$ cat src/rtl/multicycle_ripple_adder_if.sv
// Operand/result handshake bundle for multicycle_ripple_adder.
// With SUBTRACT_EN defined the bundle also carries the sub request bit.
interface multicycle_ripple_adder_if #(
  parameter int WIDTH = 16
);
  logic             start;
  logic [WIDTH-1:0] a;
  logic [WIDTH-1:0] b;
  logic             c_zero;
`ifdef SUBTRACT_EN
  logic             sub;
`endif
  logic             ready;
  logic             done;
  logic [WIDTH-1:0] sum;
  logic             c_out;
  logic             ovf;

`ifdef SUBTRACT_EN
  modport master (output start, a, b, c_zero, sub, input ready, done, sum, c_out, ovf);
  modport slave  (input start, a, b, c_zero, sub, output ready, done, sum, c_out, ovf);
`else
  modport master (output start, a, b, c_zero, input ready, done, sum, c_out, ovf);
  modport slave  (input start, a, b, c_zero, output ready, done, sum, c_out, ovf);
`endif
endinterface

$ cat src/rtl/multicycle_ripple_adder.sv
// Sequential ripple adder: one CHUNK-wide slice reused over WIDTH/CHUNK cycles.
// Optional SUBTRACT_EN macro adds a sub request (a - b, c_out=1 means no borrow).
module multicycle_ripple_adder #(
  parameter int WIDTH = 16,
  parameter int CHUNK = 4
) (
  input logic                      clk,
  input logic                      rst,
  multicycle_ripple_adder_if.slave bus
);

  localparam int N    = (CHUNK >= 1) ? WIDTH / CHUNK : 1;
  localparam int IDXW = (N > 1) ? $clog2(N) : 1;
  localparam logic [IDXW-1:0] LAST = IDXW'(N - 1);

  if (CHUNK < 1 || CHUNK > WIDTH || (WIDTH % CHUNK) != 0) begin : g_cfg_check
    $fatal(1, "multicycle_ripple_adder: WIDTH must be a multiple of CHUNK");
  end

  typedef enum logic [1:0] {IDLE, ADD, DONE} state_t;

  state_t           state_q;
  logic [WIDTH-1:0] a_q, b_q, part_q, sum_q;
  logic [IDXW-1:0]  idx_q;
  logic             carry_q, c_out_q, ovf_q, done_q, ready_q;

  logic [CHUNK:0]   slice;
  logic [WIDTH-1:0] part_d;
  logic [WIDTH-1:0] b_in;
  logic             cin_in;
  logic             msb_cin;

  // Operands shift down so the slice always sees bits [CHUNK-1:0]; each result
  // chunk enters at the top of part_q and lands in place after N cycles.
  always_comb begin
    slice   = {1'b0, a_q[CHUNK-1:0]} + {1'b0, b_q[CHUNK-1:0]} + {{CHUNK{1'b0}}, carry_q};
    part_d  = (part_q >> CHUNK) | (WIDTH'(slice[CHUNK-1:0]) << (WIDTH - CHUNK));
    msb_cin = a_q[CHUNK-1] ^ b_q[CHUNK-1] ^ slice[CHUNK-1];
`ifdef SUBTRACT_EN
    b_in    = bus.sub ? ~bus.b : bus.b;
    cin_in  = bus.sub ? 1'b1 : bus.c_zero;
`else
    b_in    = bus.b;
    cin_in  = bus.c_zero;
`endif
  end

  always_ff @(posedge clk or posedge rst) begin
    if (rst) begin
      state_q <= IDLE;
      a_q     <= '0;
      b_q     <= '0;
      part_q  <= '0;
      sum_q   <= '0;
      idx_q   <= '0;
      carry_q <= 1'b0;
      c_out_q <= 1'b0;
      ovf_q   <= 1'b0;
      done_q  <= 1'b0;
      ready_q <= 1'b1;
    end else begin
      case (state_q)
        IDLE: begin
          if (bus.start) begin
            a_q     <= bus.a;
            b_q     <= b_in;
            carry_q <= cin_in;
            idx_q   <= '0;
            part_q  <= '0;
            ready_q <= 1'b0;
            state_q <= ADD;
          end
        end
        ADD: begin
          a_q     <= a_q >> CHUNK;
          b_q     <= b_q >> CHUNK;
          carry_q <= slice[CHUNK];
          part_q  <= part_d;
          idx_q   <= idx_q + 1'b1;
          if (idx_q == LAST) begin
            sum_q   <= part_d;
            c_out_q <= slice[CHUNK];
            ovf_q   <= slice[CHUNK] ^ msb_cin;
            done_q  <= 1'b1;
            state_q <= DONE;
          end
        end
        DONE: begin
          done_q  <= 1'b0;
          ready_q <= 1'b1;
          state_q <= IDLE;
        end
        default: begin
          done_q  <= 1'b0;
          ready_q <= 1'b1;
          state_q <= IDLE;
        end
      endcase
    end
  end

  assign bus.ready = ready_q;
  assign bus.done  = done_q;
  assign bus.sum   = sum_q;
  assign bus.c_out = c_out_q;
  assign bus.ovf   = ovf_q;

endmodule

$ cat src/flat_wrapper.sv
// flat-port wrapper written by rule: the top's interface ports become plain ports
module multicycle_ripple_adder_flat 
#(
  parameter int WIDTH = 16,
  parameter int CHUNK = 4
)
  (clk, rst, bus_start, bus_a, bus_b, bus_c_zero, bus_ready, bus_done, bus_sum, bus_c_out, bus_ovf);
  multicycle_ripple_adder_if #(.WIDTH(WIDTH)) bus_i ();
  input logic clk;
  input logic rst;
  input wire logic [$bits(bus_i.start)-1:0] bus_start;
  input wire logic [$bits(bus_i.a)-1:0] bus_a;
  input wire logic [$bits(bus_i.b)-1:0] bus_b;
  input wire logic [$bits(bus_i.c_zero)-1:0] bus_c_zero;
  output wire logic [$bits(bus_i.ready)-1:0] bus_ready;
  output wire logic [$bits(bus_i.done)-1:0] bus_done;
  output wire logic [$bits(bus_i.sum)-1:0] bus_sum;
  output wire logic [$bits(bus_i.c_out)-1:0] bus_c_out;
  output wire logic [$bits(bus_i.ovf)-1:0] bus_ovf;
  assign bus_i.start = bus_start;
  assign bus_i.a = bus_a;
  assign bus_i.b = bus_b;
  assign bus_i.c_zero = bus_c_zero;
  assign bus_ready = bus_i.ready;
  assign bus_done = bus_i.done;
  assign bus_sum = bus_i.sum;
  assign bus_c_out = bus_i.c_out;
  assign bus_ovf = bus_i.ovf;
  multicycle_ripple_adder #(.WIDTH(WIDTH), .CHUNK(CHUNK)) u_core (.clk(clk), .rst(rst), .bus(bus_i));
endmodule
$ cat config.mk
export PLATFORM = sky130hd
export DESIGN_NAME = multicycle_ripple_adder_flat
export DESIGN_NICKNAME = d
export VERILOG_FILES = /design/src/rtl/multicycle_ripple_adder_if.sv /design/src/rtl/multicycle_ripple_adder.sv /design/src/flat_wrapper.sv
export SDC_FILE = /design/constraint.sdc
export NUM_CORES = 1
export LEC_CHECK = 0
export ABC_AREA = 1
export BUFFER_PORTS_ARGS = -buffer_cell sky130_fd_sc_hd__buf_2
export CAP_MARGIN = 25
export CORE_ASPECT_RATIO = 0.75
export CORE_MARGIN = 4
export CORE_UTILIZATION = 25
export CTS_BUF_LIST = sky130_fd_sc_hd__clkbuf_4
export DETAILED_ROUTE_END_ITERATION = 10
export HOLD_SLACK_MARGIN = 0.03
export MAX_ROUTING_LAYER = met4
export SLEW_MARGIN = 20
export SYNTH_ARGS = -nofsm -noshare
export SYNTH_HDL_FRONTEND = slang
export SYNTH_SLANG_ARGS = --single-unit
export TNS_END_PERCENT = 1
$ cat constraint.sdc
create_clock -name clk -period 1.8 [get_ports clk]
set_clock_uncertainty 0.05 [all_clocks]
set_input_delay 0.09 -clock clk [delete_from_list [all_inputs] [get_ports clk]]
set_output_delay 0.09 -clock clk [all_outputs]
set_load 0.01 [all_outputs]
==> flow_metrics.tcl <==
set metrics [dict create \
    path_class "reg -> reg" \
    die_w_um 133.0 \
    drcViolationCount 0 \
    ant_nets 0 \
    reg2reg_from "u_core.carry_q" \
    netlist_instances 313 \
    status "complete, no violations" \
    grt_pass1_vias 2477 \
    p_leak_uw 0.001869 \
    cp_max_fo 3 \
    h-tree-depth 3 \
    powerDensity_nw_per_um2 1723 \
    slew_violations 0 \
    fmax_ghz 0.5838 \
    cts-root-buf "clkbuf_4" \
    clkSinkCount 69 \
    final_hold_viol_count 0 \
    area_delta_synth_final_pct 32.82 \
    fin_cells 568 \
    wl_per_cell_um 12.87 \
    mostFrequentLayoutCells "nand2_1, dfrtp_1, buf_2" \
    grtUsageMet3_pct 4.121 \
    r2r_cells 7 \
    setup_violations 0 \
    insertedDiodeCount 0 \
    io_buffers 55 \
    synth-seq-area-share_pct 59.02 \
    start_kind "register" \
    routabilityCongestion 0.7857 \
    fillers 1143 \
    clockBufferDepth 2 \
    synth-seq-cells 69 \
    maxCapViolCount 0 \
    worst_ep_arrival_time_ns 2.05 \
    numCtsBuffers 9 \
    dp_hpwl_mm 4.728 \
    dp.cells 516 \
    met2_usage_pct 17.08 \
    antenna_found_initial 0 \
    grt_overflow_total 0 \
    dr.first_iter.drc_count 111 \
    ir_worst_vdd_uv 702.9 \
    whs_ns 0.1023 \
    cts_tree "yes" \
    routed_wl_mm 7.309 \
    worst_pin_slew_ns 0.3830 \
    final.min_clock_period_ns 1.713 \
    r2r-end "u_core.bus.ovf" \
    boundaryPins 56 \
    final_common_cell "nand2_1" \
    dr.pass1.iters 4 \
    initial_core_util_pct 26.17 \
    slew_headroom_pct 74.40 \
    grt-busiest-layer "met2" \
    postLayoutCoreUtil_pct 34.75 \
    syn-num-nets 355 \
    yosys_warnings 0 \
    vias 2422 \
    end_kind "register" \
    ff2ff_setup_slack_ns 0.09 \
    fin_crit_sh_pct 95.16 \
    ys_types 23 \
    hold_path_class "in -> async" \
    core.rowCount 33 \
    syn_area_um2 2928 \
    place_ws_ns -0.04400 \
    finalPower_uw 6699 \
    cp_data_required_time_ns 2.14 \
    layout-drive-gt1-share_pct 22.14 \
    layout.nets 448 \
    die_area_um2 13520 \
    syn_avg_cell_area_um2 9.354 \
    grtUsageTotal_pct 12.08 \
    setup_ws_ns 0.08713 \
    avgViaCountPerCell 4.264 \
    core_area_um2 11190 \
    path_clk_slew_ns 0.13 \
    grt_pass1_wl_mm 12.35 \
    clk_latency_ns 0.44 \
    gr-usage-met1_pct 16.46 \
    die_y_um 101.7 \
    rsz0062_at_grt "true" \
    grt_start_max_net_pins 57 \
]
==> area by class of cell <==
class	instances	area, µm²	area share, %
Sequential cell	69	1728	44.43
Inverter	21	85.08	2.188
Multi-Input combinational cell	206	1020	26.22
Clock buffer	9	67.56	1.737
Timing Repair Buffer	99	718.2	18.47
Clock inverter	7	73.82	1.898
Tap cell	157	196.4	5.051
==> metrics by stage <==
stage,setup TNS (ns),cell area (µm²)
6_report,0,3889
3_5_place_dp,-0.07380,3379
2_1_floorplan,0,2932
4_1_cts,0,3876
3_3_place_gp,-0.03179,3379
5_1_grt,-0.02976,3889
==> logic make-up (layout without fill, tap and decap cells) <==
| family | Yosys count | in the layout | synth area share, % |
|---|---|---|---|
| AO/OA/AOI/OAI | 86 | 86 | 16.07 |
| XOR/XNOR | 1 | 1 | 0.2992 |
| adder cells (fa/ha/maj) | 6 | 6 | 3.077 |
| buffers and inverters | 38 | 136 | 6.496 |
| flip-flops | 69 | 69 | 59.02 |
| AND/OR/NAND/NOR | 113 | 113 | 15.04 |
==> how the worst max path moves through the flow <==
stage,cells past startpoint,start,endpoint
final,7,u_core.carry_q,u_core.bus.ovf
after global routing,8,u_core.carry_q,u_core.bus.ovf
after CTS,8,u_core.carry_q,u_core.bus.ovf
after detailed placement,8,u_core.carry_q,u_core.bus.ovf
after global placement,8,u_core.carry_q,u_core.bus.ovf
after floorplan,8,u_core.carry_q,u_core.bus.ovf
==> critical path: stages, from the launching register on <==
cell and delay (ns):
dfrtp_1 0.43, fa_2 0.40, fa_2 0.40, nand3_1 0.11, nand3_2 0.08, nand2_1 0.07, nand3_1 0.07, nand2_1 0.06
==> routing by layer <==
| layer | part of all wire, % | vias up |
|---|---|---|
| met2 | 42 | 60 |
| met3 | 5.6 | 11 |
| met1 | 51 | 1134 |
| met5 | 0 | - |
| li1 | - | 1217 |
| met4 | 1.1 | 0 |
==> Yosys cell counts <==
master	count	area (µm²)
nand3_1	7	35.03
xor2_1	1	8.760
o21ai_0	48	240.2
buf_6	3	33.78
a22o_1	7	61.31
inv_4	1	6.260
inv_2	2	7.510
clkbuf_1	2	7.510
dfrtp_1	68	1702
dfstp_2	1	26.28
ha_1	4	50.05
or2_2	1	6.260
inv_1	18	67.56
buf_2	8	40.04
nor2_1	31	116.4
nand2_1	72	270.3
clkbuf_2	1	5.000
o21ai_1	17	85.08
a21oi_1	3	15.01
fa_1	2	40.04
buf_4	3	22.52
nand2_2	2	12.51
o22ai_1	11	68.82
==> power breakdown <==
group	total, µW	switching (µW)	internal [µW]
combinational	3040	1840	1200
clock	1030	605	427
sequential	2630	381	2250
==> what timing repair did <==
item                       CTS  global route
hold buffers                35             0
pin swaps                    0             7
setup endpoints to repair    3             3
gates resized for setup      2             1
hold endpoints to repair   102             0
setup buffers                0             1
==> registers in the layout, indices dropped and copies added (netlist names) <==
name              count
u_core.a_q           16
u_core.b_q           16
u_core.bus.c_out      1
u_core.bus.done       1
u_core.bus.ovf        1
u_core.bus.ready      1
u_core.bus.sum       16
u_core.carry_q        1
u_core.idx_q          2
u_core.part_q        12
u_core.state_q        2
Power figures use the tool's default switching activity.
